--- src/rtl/alu_issue.sv ---
// rtl/alu_issue.sv - single-issue front end for an external ALU with a 4x8 register file
// Instructions flow IDLE -> EXEC (one ALU cycle) -> WB (result handshake, register writeback).
module alu_issue #(
  parameter logic [15:0] DIV0_VAL = 16'hFFFF
) (
  input  logic        clk,
  input  logic        rst_n,
  input  logic        in_valid,
  output logic        in_ready,
  input  logic [3:0]  in_op,
  input  logic        in_load,
  input  logic [1:0]  in_rd,
  input  logic [1:0]  in_rs1,
  input  logic [1:0]  in_rs2,
  input  logic        in_imm_sel,
  input  logic [7:0]  in_imm,
  output logic [7:0]  alu_a,
  output logic [7:0]  alu_b,
  output logic [3:0]  alu_cmd,
  output logic        alu_en,
  input  logic [15:0] alu_out,
  output logic        res_valid,
  input  logic        res_ready,
  output logic [15:0] res_data,
  output logic [1:0]  res_rd,
  output logic        res_err
);

  localparam logic [3:0] OP_DIV = 4'b0101;

  typedef enum logic [1:0] {IDLE, EXEC, WB} state_t;

  state_t     state;
  logic [7:0] regs [4];
  logic [7:0] opnd_b;
  logic       div0;
  logic       div0_q;

  always_comb begin
    opnd_b = in_imm_sel ? in_imm : regs[in_rs2];
    div0   = (in_op == OP_DIV) && (opnd_b == 8'd0);
  end

  assign in_ready = (state == IDLE);

  always_ff @(posedge clk) begin
    if (!rst_n) begin
      state     <= IDLE;
      for (int i = 0; i < 4; i++) regs[i] <= 8'd0;
      alu_a     <= 8'd0;
      alu_b     <= 8'd0;
      alu_cmd   <= 4'd0;
      alu_en    <= 1'b0;
      div0_q    <= 1'b0;
      res_valid <= 1'b0;
      res_data  <= 16'd0;
      res_rd    <= 2'd0;
      res_err   <= 1'b0;
    end else begin
      case (state)
        IDLE: begin
          if (in_valid) begin
            if (in_load) begin
              regs[in_rd] <= in_imm;
            end else begin
              alu_a   <= regs[in_rs1];
              alu_b   <= opnd_b;
              alu_cmd <= in_op;
              res_rd  <= in_rd;
              div0_q  <= div0;
              // a divide by zero never reaches the ALU; the result is substituted
              alu_en  <= !div0;
              state   <= EXEC;
            end
          end
        end
        EXEC: begin
          res_data  <= div0_q ? DIV0_VAL : alu_out;
          res_err   <= div0_q;
          res_valid <= 1'b1;
          alu_en    <= 1'b0;
          alu_a     <= 8'd0;
          alu_b     <= 8'd0;
          alu_cmd   <= 4'd0;
          state     <= WB;
        end
        WB: begin
          if (res_ready) begin
            if (!res_err) regs[res_rd] <= res_data[7:0];
            res_valid <= 1'b0;
            state     <= IDLE;
          end
        end
        default: state <= IDLE;
      endcase
    end
  end

endmodule

--- config.mk ---
export PLATFORM = sky130hd
export DESIGN_NAME = alu_issue
export DESIGN_NICKNAME = d
export VERILOG_FILES = /design/src/rtl/alu_issue.sv
export SDC_FILE = /design/constraint.sdc
export NUM_CORES = 1
export LEC_CHECK = 0
export ABC_AREA = 0
export CAP_MARGIN = 20
export CORE_ASPECT_RATIO = 0.6
export CORE_MARGIN = 2
export CORE_UTILIZATION = 50
export CTS_CLUSTER_SIZE = 8
export DETAILED_ROUTE_END_ITERATION = 12
export GPL_TIMING_DRIVEN = 0
export PLACE_DENSITY = 0.8
export SYNTH_ARGS = -nofsm -noshare
export SYNTH_HDL_FRONTEND = slang
export SYNTH_SLANG_ARGS = --single-unit
--- constraint.sdc ---
create_clock -name clk -period 2.69 [get_ports clk]
set_input_delay 0.538 -clock clk [delete_from_list [all_inputs] [get_ports clk]]
set_output_delay 0.538 -clock clk [all_outputs]
set_load 0.03 [all_outputs]
After elaboration in Yosys (flattened, before gate mapping)
Memory sizes are Yosys's and may differ from the RTL's.
Index checks and enable logic that the tools add are counted.
W data, S select, Z words.
- register bits: 44
- RAM bits: 32
- output and inout bits: 42
- word-level logic and storage cells: 67
- memories kept: 1
- eq/ne operators: 6
- mux-type cells: 37
- bitwise logic cells: 1
- reduce and logical (&&, ||, !) cells: 12
- memories (memory ; depth ; bits a word ; read ports ; clocked after memory_dff ; write ports ; RTL line ; source):
    regs ; 4 ; 8 ; 2 ; 0 ; 4 ; 34 ; logic [7:0] regs [4];
- operators by type and width (cell ; count):
    $mux W8 ; 7
    $pmux W8 S2 ; 2
    $mux W1 ; 16
    $mux W16 ; 1
    $reduce_or A8 Y1 ; 2
    $mux W2 ; 5
    $reduce_and A3 Y1 ; 3
    $logic_not A8 Y1 ; 1
    $mux W4 ; 2
    $pmux W4 S2 ; 1
    $ne A2 B2 Y1 const B ; 3
    $pmux W2 S3 ; 1
    $eq A4 B3 Y1 const B ; 1
    $pmux W1 S2 ; 2
    $reduce_bool A2 Y1 ; 2
    $eq A2 B1 Y1 const B ; 1
    $eq A2 B2 Y1 const B ; 1
    $logic_not A2 Y1 ; 1
    $reduce_and A2 Y1 ; 1
    $logic_and A1 B1 Y1 ; 1
    $logic_not A1 Y1 ; 1
    $not A1 Y1 ; 1

Depth between registers and ports, before layout
- word-level depth: 8
- depth in mapped cells: 7
- gate-level depth less buffers: 6

Least setup slack after synthesis
Ideal clock, no wire load.
- kind: input port to flip-flop
- start: input in_load
- end: memory regs[2][0], enable pin
- library setup time: 0.334 ns
- data arrival time: 1.696 ns
- data required time: 2.356 ns
- path slack: 0.660 ns
- stages: 5
- path through: nand2_1 > nor4b_4 > nand3b_1 > a21oi_2 > nand2b_1
- RTL lines (element ; RTL line ; source):
    start: declaration ; 11 ; input logic in_load,
    end: declaration ; 34 ;

==> run metrics <==
RD Place Congestion 0.889; Syn Std Cell Area 3520 sq um; Lkg Pwr 1.97 nW; Max Fclk 0.374 GHz; pwr dens 598 nW/um^2; async set-reset flop share out of synthesis 0%; fin crit share 99.4%; WL/cell 19.1 microns; detailed-route via count 2886; DRT met1 WL 4370 microns; drt pass-1 iters 5; starting DRC count in detailed routing 253; vias in the first global route 2797; status complete, no violations; Worst Setup Slack post-DPL -0.510 ns; cell family with most CP delay simple AND/OR/NAND/NOR gates; Final ANT Viol Nets 0; TritonCTS clock tree done; Clock Skews 0.00744 ns; Layout area overhead 33.3%; Post-synth EDFFs 32; metal2 WL 4000 microns; # setup viols final 0; H-tree depth 3; Global Route Usage Sum 24.4%; syn_nets 353; Max-Cap Viols 0; crit path DAT 2.64 ns; CTS clk-pin slew, worst paths 0.06 ns; CP max-delay cell nor2_1; placed cell count 478; total routed wirelength 9440 microns; Setup crit start kind input port; Buffers on Ports 78; clk root buf clkbuf_16; drc violations 0; Slew @ Worst Pin 1.04 ns; Cell Chain, Critical Path clkdlybuf4s50_1 > clkbuf_1 > nor4bb_1 > nor2_1 > nand2_1; Final Critical Period 2.67 ns; synth warn 0; final core occ 69.7%; area of the core 6730 sq um; slowest stage delay, CP 0.64 ns; highest metal used met4; Setup crit end kind flop; fin nets 443; initial antenna violation count 0; HP Class flop to flop; Detail Placement HPWL 7190 microns; Post-Syn Area per Cell 11.3 sq um; ratio of cells with drive above 1 in the final layout 11.0%; most frequent cells in the layout 78 x clkdlybuf4s50_1, 44 x nor2_1, 44 x dfxtp_1; synthesized flop and latch total 76; CTS Buf Count 9; post-synth cell types 42; Initial Utilization 52.3%; Relative slew margins 30.5%; Die Width 112 microns; total die area 7750 sq um; CTS Buffer Depth 2; RSZ-0062 raised after global routing no; Final Max Slew Viols 0; Syn Inst Count 313; VDD IR max 0.000436 V; first-pass GRT wire length 14600 microns; antenna cells 0; largest net degree at the start of global routing 15; metal3 WL 972 microns; fin cells 495; Seq/Total Area, Yosys 52.3%; Top FF cell, synth dfxtp_1; Cell Rows 23; Worst Path Required 2.66 ns; Buf/Inv on CP 2; Hold Vio Cnt, Final 0; worst setup margin 0.0165 ns; die height 69.0 microns; IO Pins 82; CP Max Fanout 10; vias per cell 5.83; Overflow after GRT 0; most common cell after layout, fill and taps aside clkdlybuf4s50_1; Sink Count 76; Skew-Pair Late Insertion Delay 0.33 ns; Crit Path Category input port to flop
==> routing by layer <==
layer | vias to the layer above | track usage [%]
met5 | - | 0
met4 | 0 | 5.15
met3 | 13 | 7.65
met2 | 139 | 35.1
met1 | 1403 | 36.4
li1 | 1331 | -
==> logic make-up after synthesis <==
group | share of synthesized area [%]
and+or+nand+nor | 15.6
DFF | 52.3
AOI/OAI and AO/OA | 15.3
buffers and inverters | 3.94
muxes | 12.9
==> layout make-up <==
cell class | count | area (sq um)
timing repair buffer | 79 | 788
clock buffer | 9 | 225
tap | 87 | 109
clock inverter | 7 | 48.8
inverter | 11 | 41.3
multi-input combinational | 207 | 1540
buffer | 19 | 97.6
fill | 512 | 2040
sequential | 76 | 1840
==> final timing paths <==
kind | end | slack (ns) | start | cells past startpoint
worst min register to register | alu_cmd[1]$_SDFFE_PN0P_ | 0.48 | alu_cmd[1]$_SDFFE_PN0P_ | 1
worst max-delay path | regs[0][2]$_SDFFCE_PN0P_ | 0.02 | rst_n | 5
worst min-delay path | alu_cmd[1]$_SDFFE_PN0P_ | 0.48 | alu_cmd[1]$_SDFFE_PN0P_ | 1
worst max register to register | regs[0][2]$_SDFFCE_PN0P_ | 0.36 | state[0]$_SDFFE_PN0P_ | 5
==> worst register-to-register path, stage by stage, from the launching register on <==
cell and delay [ns]:
dfxtp_1 0.44, nand3b_2 0.22, nor2_1 0.06, nor4bb_1 0.13, nor2_1 0.64, nand2_1 0.47
==> cell usage after synthesis, types with 2 or more instances <==
master | count | area, sq um
a211oi_1 | 2 | 15.0
a21oi_1 | 9 | 45.0
a21oi_2 | 2 | 17.5
a22o_1 | 12 | 105
a22oi_1 | 8 | 60.1
a32o_1 | 4 | 40.0
and2_1 | 9 | 56.3
buf_1 | 2 | 7.51
buf_2 | 3 | 15.0
buf_4 | 2 | 15.0
buf_6 | 2 | 22.5
clkbuf_1 | 10 | 37.5
dfxtp_1 | 44 | 881
edfxtp_1 | 32 | 961
inv_1 | 10 | 37.5
mux2i_1 | 15 | 150
mux4_2 | 13 | 293
nand2_1 | 31 | 116
nand2b_1 | 2 | 12.5
nor2_1 | 44 | 165
nor2b_1 | 9 | 56.3
nor3b_1 | 3 | 22.5
nor4bb_1 | 2 | 20.0
o211a_1 | 17 | 170
o21a_1 | 2 | 15.0
o21ai_0 | 8 | 40.0
==> stage by stage <==
step / hold slack (ns) / instance area [sq um] / power (mW) / setup TNS [ns]
6_report: 0.475 / 4700 / 2.81 / 0
5_1_grt: 0.492 / 4700 / 2.89 / 0
3_3_place_gp: 0.437 / 4410 / 1.71 / -6.38
3_5_place_dp: 0.459 / 4410 / 1.72 / -7.78
2_1_floorplan: 0.586 / 3520 / 1.54 / 0
4_1_cts: 0.474 / 4690 / 2.81 / 0
==> repair_timing <==
item	4_1_cts	5_1_grt
setup buffers	0	1
resized for setup	1	0
pin swaps	1	1
endpoints found under the setup margin	8	16
hold buffers	0	0
==> state kept, by name (all words and copies together), names as in the netlist <==
register	count
regs	32
res_data	16
alu_a	8
alu_b	8
alu_cmd	4
res_rd	2
state	2
alu_en	1
div0_q	1
res_err	1
res_valid	1
==> power by group <==
| part | switching [mW] | total, mW | internal (mW) |
|---|---|---|---|
| clock | 0.477 | 1.10 | 0.625 |
| sequential | 0.0368 | 1.29 | 1.26 |
| combinational | 0.221 | 0.411 | 0.190 |
(Power assumes the default switching activity.)
